**config.mk**
```make
export PLATFORM = sky130hd
export DESIGN_NAME = clint_timer
export DESIGN_NICKNAME = d
export VERILOG_FILES = /design/src/rtl/clint_pkg.sv /design/src/rtl/clint_cmp_chan.sv /design/src/rtl/clint_timer.sv
export SDC_FILE = /design/constraint.sdc
export NUM_CORES = 1
export LEC_CHECK = 0
export CORE_MARGIN = 2
export CORE_UTILIZATION = 35
export DETAILED_ROUTE_END_ITERATION = 8
export GPL_ROUTABILITY_DRIVEN = 0
export MAX_ROUTING_LAYER = met4
export PLACE_DENSITY = 0.64
export SYNTH_ARGS = -nofsm -noshare
export SYNTH_HDL_FRONTEND = slang
export SYNTH_HIERARCHICAL = 1
export SYNTH_SLANG_ARGS = --single-unit
```
**constraint.sdc**
```tcl
create_clock -name clk_in -period 3.3 [get_ports clk_in]
set_input_delay 0.66 -clock clk_in [delete_from_list [all_inputs] [get_ports clk_in]]
set_output_delay 0.66 -clock clk_in [all_outputs]
set_load 0.1 [all_outputs]
```
**src/rtl/clint_pkg.sv**
```systemverilog
// Shared address map, register-select decode and limits for the CLINT timer block.
// Everything address-related lives here so the top and any bus adapters agree on one map.
package clint_pkg;

   localparam int MAX_HARTS = 8;
   localparam int HART_W    = 3;

   localparam logic [15:0] MSIP_BASE     = 16'h0000;
   localparam logic [15:0] MTIMECMP_BASE = 16'h4000;
   localparam logic [15:0] PRESC_ADDR    = 16'hBFF0;
   localparam logic [15:0] MTIME_LO_ADDR = 16'hBFF8;
   localparam logic [15:0] MTIME_HI_ADDR = 16'hBFFC;

   typedef enum logic [2:0] {
      SEL_NONE,
      SEL_MSIP,
      SEL_CMP_LO,
      SEL_CMP_HI,
      SEL_PRESC,
      SEL_MTIME_LO,
      SEL_MTIME_HI
   } reg_sel_e;

   typedef struct packed {
      reg_sel_e            sel;
      logic [HART_W-1:0]   hart;
   } reg_dec_t;

   // Harts at or beyond num_harts, and non-word-aligned offsets, decode as SEL_NONE.
   function automatic reg_dec_t decode_addr(input logic [15:0] addr, input int num_harts);
      reg_dec_t    d;
      logic [15:0] msip_off;
      logic [15:0] cmp_off;
      msip_off = addr - MSIP_BASE;
      cmp_off  = addr - MTIMECMP_BASE;
      d.sel    = SEL_NONE;
      d.hart   = '0;
      if (addr[1:0] != 2'b00) begin
         d.sel = SEL_NONE;
      end else if (addr == PRESC_ADDR) begin
         d.sel = SEL_PRESC;
      end else if (addr == MTIME_LO_ADDR) begin
         d.sel = SEL_MTIME_LO;
      end else if (addr == MTIME_HI_ADDR) begin
         d.sel = SEL_MTIME_HI;
      end else if (int'(msip_off) < 4 * num_harts) begin
         d.sel  = SEL_MSIP;
         d.hart = msip_off[2 +: HART_W];
      end else if (int'(cmp_off) < 8 * num_harts) begin
         d.sel  = cmp_off[2] ? SEL_CMP_HI : SEL_CMP_LO;
         d.hart = cmp_off[3 +: HART_W];
      end
      return d;
   endfunction

endpackage

```
**src/rtl/clint_cmp_chan.sv**
```systemverilog
// One per-hart channel: mtimecmp, msip and the registered timer/software interrupt lines.
// The compare uses this cycle's mtime and mtimecmp, so timer_irq trails the condition by one clock.
module clint_cmp_chan
   import clint_pkg::*;
#(
   parameter int RSZ = 32
) (
   input  logic               clk_i,
   input  logic               rst_ni,
   input  logic [2*RSZ-1:0]   mtime_i,
   input  logic               cmp_lo_we_i,
   input  logic               cmp_hi_we_i,
   input  logic               msip_we_i,
   input  logic [RSZ-1:0]     wr_data_i,
   output logic [2*RSZ-1:0]   mtimecmp_o,
   output logic               timer_irq_o,
   output logic               sw_irq_o
);

   logic [2*RSZ-1:0] mtimecmp_q, mtimecmp_d;
   logic             msip_q, msip_d;
   logic             timer_irq_q, timer_irq_d;

   always_comb begin
      mtimecmp_d = mtimecmp_q;
      msip_d     = msip_q;
      if (cmp_lo_we_i) mtimecmp_d[RSZ-1:0]     = wr_data_i;
      if (cmp_hi_we_i) mtimecmp_d[2*RSZ-1:RSZ] = wr_data_i;
      if (msip_we_i)   msip_d                  = wr_data_i[0];
      timer_irq_d = (mtime_i >= mtimecmp_q);
   end

   // NOTE: state registers use non-blocking assignments so every flop samples pre-edge values.
   // NOTE: mtimecmp resets to all ones (not zero) so no hart sees a timer interrupt out of reset.
   always_ff @(posedge clk_i or negedge rst_ni) begin
      if (!rst_ni) begin
         mtimecmp_q  <= '1;
         msip_q      <= 1'b0;
         timer_irq_q <= 1'b0;
      end else begin
         mtimecmp_q  <= mtimecmp_d;
         msip_q      <= msip_d;
         timer_irq_q <= timer_irq_d;
      end
   end

   assign mtimecmp_o  = mtimecmp_q;
   assign timer_irq_o = timer_irq_q;
   assign sw_irq_o    = msip_q;

endmodule

```
**src/rtl/clint_timer.sv**
```systemverilog
// CLINT-style machine timer and software-interrupt controller for 1..8 harts.
// Holds the prescaler, mtime, the coherent-read hi shadow and the registered read port.
module clint_timer
   import clint_pkg::*;
#(
   parameter int NUM_HARTS = 1,
   parameter int RSZ       = 32,
   parameter int PRESC_W   = 8
) (
   input  logic                  clk_in,
   input  logic                  reset_n_in,
   input  logic                  mmr_wr,
   input  logic                  mmr_rd,
   input  logic [15:0]           mmr_addr,
   input  logic [RSZ-1:0]        mmr_wr_data,
   output logic [RSZ-1:0]        mmr_rd_data,
   output logic                  mmr_rd_valid,
   input  logic                  time_en,
   output logic [NUM_HARTS-1:0]  timer_irq,
   output logic [NUM_HARTS-1:0]  sw_irq,
   output logic [2*RSZ-1:0]      mtime
);

   reg_dec_t dec;

   logic wr_presc, wr_mtime_lo, wr_mtime_hi;
   logic rd_mtime_lo, rd_mtime_hi;
   logic tick;

   logic [PRESC_W-1:0] prescale_q, prescale_d;
   logic [PRESC_W-1:0] presc_cnt_q, presc_cnt_d;
   logic [2*RSZ-1:0]   mtime_q, mtime_d;
   logic [RSZ-1:0]     hi_shadow_q, hi_shadow_d;
   logic               lo_rd_flag_q, lo_rd_flag_d;
   logic [RSZ-1:0]     rd_data_q, rd_data_d;
   logic               rd_valid_q;
   logic [RSZ-1:0]     rd_mux;

   logic [2*RSZ-1:0]     cmp_val [NUM_HARTS];
   logic [NUM_HARTS-1:0] timer_irq_w;
   logic [NUM_HARTS-1:0] sw_irq_w;

   assign dec         = decode_addr(mmr_addr, NUM_HARTS);
   assign wr_presc    = mmr_wr && (dec.sel == SEL_PRESC);
   assign wr_mtime_lo = mmr_wr && (dec.sel == SEL_MTIME_LO);
   assign wr_mtime_hi = mmr_wr && (dec.sel == SEL_MTIME_HI);
   assign rd_mtime_lo = mmr_rd && (dec.sel == SEL_MTIME_LO);
   assign rd_mtime_hi = mmr_rd && (dec.sel == SEL_MTIME_HI);

   assign tick = time_en && (presc_cnt_q == prescale_q);

   for (genvar h = 0; h < NUM_HARTS; h++) begin : g_chan
      logic hart_hit;
      assign hart_hit = (dec.hart == HART_W'(h));

      clint_cmp_chan #(
         .RSZ (RSZ)
      ) u_chan (
         .clk_i       (clk_in),
         .rst_ni      (reset_n_in),
         .mtime_i     (mtime_q),
         .cmp_lo_we_i (mmr_wr && hart_hit && (dec.sel == SEL_CMP_LO)),
         .cmp_hi_we_i (mmr_wr && hart_hit && (dec.sel == SEL_CMP_HI)),
         .msip_we_i   (mmr_wr && hart_hit && (dec.sel == SEL_MSIP)),
         .wr_data_i   (mmr_wr_data),
         .mtimecmp_o  (cmp_val[h]),
         .timer_irq_o (timer_irq_w[h]),
         .sw_irq_o    (sw_irq_w[h])
      );
   end

   // NOTE: every combinational output gets a default first so no path can infer a latch.
   always_comb begin
      prescale_d  = prescale_q;
      presc_cnt_d = presc_cnt_q;
      mtime_d     = mtime_q;

      if (wr_presc) begin
         prescale_d  = mmr_wr_data[PRESC_W-1:0];
         presc_cnt_d = '0;
      end else if (time_en) begin
         presc_cnt_d = tick ? '0 : presc_cnt_q + PRESC_W'(1);
      end

      // A software write to either half pre-empts the tick increment for that cycle.
      if (wr_mtime_lo) begin
         mtime_d[RSZ-1:0] = mmr_wr_data;
      end else if (wr_mtime_hi) begin
         mtime_d[2*RSZ-1:RSZ] = mmr_wr_data;
      end else if (tick) begin
         mtime_d = mtime_q + (2*RSZ)'(1);
      end
   end

   always_comb begin
      rd_mux = '0;
      case (dec.sel)
         SEL_MSIP: begin
            for (int h = 0; h < NUM_HARTS; h++)
               if (int'(dec.hart) == h) rd_mux = RSZ'(sw_irq_w[h]);
         end
         SEL_CMP_LO: begin
            for (int h = 0; h < NUM_HARTS; h++)
               if (int'(dec.hart) == h) rd_mux = cmp_val[h][RSZ-1:0];
         end
         SEL_CMP_HI: begin
            for (int h = 0; h < NUM_HARTS; h++)
               if (int'(dec.hart) == h) rd_mux = cmp_val[h][2*RSZ-1:RSZ];
         end
         SEL_PRESC:    rd_mux = RSZ'(prescale_q);
         SEL_MTIME_LO: rd_mux = mtime_q[RSZ-1:0];
         SEL_MTIME_HI: rd_mux = lo_rd_flag_q ? hi_shadow_q : mtime_q[2*RSZ-1:RSZ];
         default:      rd_mux = '0;
      endcase
   end

   // Hi half is frozen at the lo read so a lo/hi pair never straddles a carry.
   always_comb begin
      hi_shadow_d  = hi_shadow_q;
      lo_rd_flag_d = lo_rd_flag_q;
      rd_data_d    = rd_data_q;
      if (mmr_rd) rd_data_d = rd_mux;
      if (rd_mtime_lo) begin
         hi_shadow_d  = mtime_q[2*RSZ-1:RSZ];
         lo_rd_flag_d = 1'b1;
      end
      if (rd_mtime_hi)                lo_rd_flag_d = 1'b0;
      if (wr_mtime_lo || wr_mtime_hi) lo_rd_flag_d = 1'b0;
   end

   always_ff @(posedge clk_in or negedge reset_n_in) begin
      if (!reset_n_in) begin
         prescale_q   <= '0;
         presc_cnt_q  <= '0;
         mtime_q      <= '0;
         hi_shadow_q  <= '0;
         lo_rd_flag_q <= 1'b0;
         rd_data_q    <= '0;
         rd_valid_q   <= 1'b0;
      end else begin
         prescale_q   <= prescale_d;
         presc_cnt_q  <= presc_cnt_d;
         mtime_q      <= mtime_d;
         hi_shadow_q  <= hi_shadow_d;
         lo_rd_flag_q <= lo_rd_flag_d;
         rd_data_q    <= rd_data_d;
         rd_valid_q   <= mmr_rd;
      end
   end

   assign mmr_rd_data  = rd_data_q;
   assign mmr_rd_valid = rd_valid_q;
   assign mtime        = mtime_q;
   assign timer_irq    = timer_irq_w;
   assign sw_irq       = sw_irq_w;

endmodule
```
==> out/qor.csv <==
stage,metric,value,unit
setup_path,arrival,3510,ps
logic_synthesis,synth_top_area_cell,dfrtp_1,
sta,tns,0,ps
sta,worstMarginPinSlew,1020,ps
pwr,peakVddDrop,0.398,mV
sta,fin_skew,14.2,ps
drt,drt_pre_antenna_iters,6,
cts,clk_latency,540,ps
layout,final_nets,1738,
sta,slew_headroom,31.3,%
floorplan,core,36300,sq um
setup_path,crit_start,g_chan[0].u_chan/mtimecmp_o[62]$_DFFE_PN1P_,
setup_path,rr_worst_depth,11,
floorplan,start_util,35.4,%
logic_synthesis,synth_fp_nets,1543,
run,maxCapViolCount,0,
sta,setup_viol,0,
global_routing,grt_pass1_wl,69000,um
setup_path,setup.worst_path.class,flop to flop,
sta,min_period,3050,ps
pwr,power_density,419,nW/um^2
pwr,p_leak,0.00728,uW
layout,drive_gt1_share,24.3,%
worst_hold_path,whs_path_depth,2,
placed_design,place_inst,2059,
sta,maxSlewViolCount,0,
global_routing,track_usage,23.6,%
floorplan,die_h,196,um
logic_synthesis,synth-compound-area-share,17.1,%
drt,final_antenna_net_count,0,
sta,holdWs,485,ps
setup_path,crit_fanout,2,
floorplan,rows,70,
worst_hold_path,worst_hold_path_type,flop to flop,
worst_hold_path,min_to,hi_shadow_q[16]$_DFFE_PN0P_,
cts,clk_pin_slew_worst_paths,60,ps
floorplan,io_pins,152,
floorplan,die_x,196,um
cts,cts-htree-levels,1,
logic_synthesis,synth_seq_cells,212,
setup_path,crit_chain,inv_1 -> ha_1 -> nand4_1 -> nor4_1 -> buf_4 -> nand2_1 -> buf_4 -> or3_1 -> o32ai_1 -> buf_4 -> or4_1,
outcome,status,"complete, no violations",
floorplan,dieArea,38300,sq um
setup_path,cp_slowest_cell,dfstp_2,
drt,dr_total_vias,11900,
global_routing,grt_pass1_vias,11800,
placed_design,post-dp-hpwl,32800,um
cts,numCtsBuffers,25,
setup_path,path_delay_family,simple AND/OR/NAND/NOR gates,
drt,first_iter_violations,855,
setup_path,cp.required,3760,ps
placed_design,port_buffers,151,
cts,root_buffer,clkbuf_16,
logic_synthesis,synth_xor_area_share,2.11,%
setup_path,rrSetupSlack,250,ps
global_routing,grt_max_degree,125,
sta,fin_crit_sh,92.3,%
logic_synthesis,syn_inst,1424,
logic_synthesis,synth_top_family_by_area,simple AND/OR/NAND/NOR gates,
setup_path,r2r_start,g_chan[0].u_chan/mtimecmp_o[62]$_DFFE_PN1P_,
drt,drc_errors,0,
layout,final_common_cell,buf_4,
logic_synthesis,synth_warnings,6,
cts,clock-sinks,212,
setup_path,end_kind,flop,
setup_path,cpMostUsedCell,buf_4,
logic_synthesis,synth.yosys.seq_area_share,41.9,%
logic_synthesis,ys_types,71,
layout,final_util,44.0,%
cts,cts_tree,built,
global_routing,antenna_found_initial,0,
layout,area_growth,24.5,%
cts,cts_max_path_buffers,3,
cts,postCtsSetupRepairBufs,0,
global_routing,grt_remaining_overflow,0,
drt,wl_per_cell,21.0,um
setup_path,slowest_delay,530,ps
logic_synthesis,synth.area.mux_share,8.60,%
logic_synthesis,synthAdderAreaFrac,6.43,%
worst_hold_path,min_from,hi_shadow_q[16]$_DFFE_PN0P_,
logic_synthesis,synth.cell_area,12900,sq um
logic_synthesis,synth_edf_count,0,
logic_synthesis,synth_area_leaders,"dfrtp_1, dfstp_2, ha_1",
logic_synthesis,synth_ff_type,dfrtp_1,
layout,antenna_cells,0,
sta,rsz0062_at_grt,false,
sta,max_freq,328,MHz
sta,final_hold_viol_count,0,
setup_path,critPathLaunchType,flop,
logic_synthesis,synth_top_area_share,28.8,%
logic_synthesis,synthSimpleGateAreaFrac,19.1,%
sta,setup_slack,254,ps
placed_design,pre_cts_slack,281,ps
logic_synthesis,synth_area_per_cell,9.03,sq um
drt,routed_wl,44100,um
layout,stdcell_count,2104,
drt,drt-vias-per-instance,5.66,
setup_path,reg2reg_to,g_chan[0].u_chan/timer_irq_o$_DFF_PN0_,
logic_synthesis,synthArstFlopShare,100,%
setup_path,crit_buf_inv,4,
layout,final_cell_mix,"buf_4, dfrtp_1, nand2_1, a21oi_1, nor2_1",
registers in the layout, summed over array words and instances (netlist names):
register                   cells
mtime                         64
hi_shadow_q                   32
mmr_rd_valid                   1
g_chan.u_chan/mtimecmp_o      64
g_chan.u_chan/sw_irq_o         1
lo_rd_flag_q                   1
mmr_rd_data                   32
g_chan.u_chan/timer_irq_o      1
prescale_q                     8
presc_cnt_q                    8
per-stage QoR:
step | power [uW] | area (sq um)
after floorplan | 3580 | 12900
after global placement | 4020 | 15200
after global routing | 6930 | 16000
after detailed placement | 4040 | 15200
after CTS | 6740 | 16000
final | 6710 | 16000
tightest hold or removal path, delay by kind of cell, from the launching register on:
family,cells,cell delay (ps)
AOI/OAI and AO/OA,1,60
DFF,1,340
and+or+nand+nor,1,40
logic make-up (layout without fill, tap and decap cells):
logic type | after synthesis | count (layout)
AOI/OAI and AO/OA | 364 | 364
DFF | 212 | 212
and+or+nand+nor | 492 | 492
buffers and inverters | 157 | 369
muxes | 102 | 102
xor gates and xnor gates | 31 | 31
adders and majority gates | 66 | 66
worst max-delay path by stage:
stage                                                   endpoint  slack (ps)  cells after the start
after floorplan                            mtime[59]$_DFFE_PN0P_          80                      8
after global placement    g_chan[0].u_chan/timer_irq_o$_DFF_PN0_         310                     11
after detailed placement                   mtime[47]$_DFFE_PN0P_         280                      7
after CTS                 g_chan[0].u_chan/timer_irq_o$_DFF_PN0_         250                     11
after global routing      g_chan[0].u_chan/timer_irq_o$_DFF_PN0_         140                     11
final                     g_chan[0].u_chan/timer_irq_o$_DFF_PN0_         250                     11
what timing repair did:
item | in CTS | in global routing
gates resized for setup | 0 | 0
hold buffers | 1 | 0
endpoints found under the hold margin | 19 | 0
layer usage:
metal | up-vias | track usage (%) | part of all wire [%]
met5 | - | - | 0
li1 | 5575 | - | -
met1 | 5800 | 31.9 | 44
met2 | 434 | 37.4 | 47
met4 | 0 | 7.18 | 2.8
met3 | 91 | 2.49 | 5.6
power breakdown:
part | internal (uW) | switching, uW
clock | 1550 | 1160
combinational | 329 | 866
sequential | 2680 | 120
synth_stat cells, drive strengths merged, types with 7 or more instances:
master	count
nand2	142
nor2	118
dfstp	64
and3	15
a22oi	32
nand2b	10
xnor2	23
o22ai	13
a21o	7
nor3	39
a31oi	11
or3	13
buf	13
ha	66
xor2	8
mux2i	35
or4	8
nor4	29
a211oi	13
clkbuf	70
a21oi	123
inv	74
nand4	47
dfrtp	148
nand3	44
mux2	67
o31ai	7
and4	7
o21ai	111
area by class of cell:
class	count	area [sq um]
clock inverter	5	31.3
fill	3508	20300
multi-input combinational	1055	6890
tap	468	586
clock buffer	39	748
inverter	74	278
sequential	212	5390
timing repair buffer	251	2090
(Power assumes the default switching activity.)
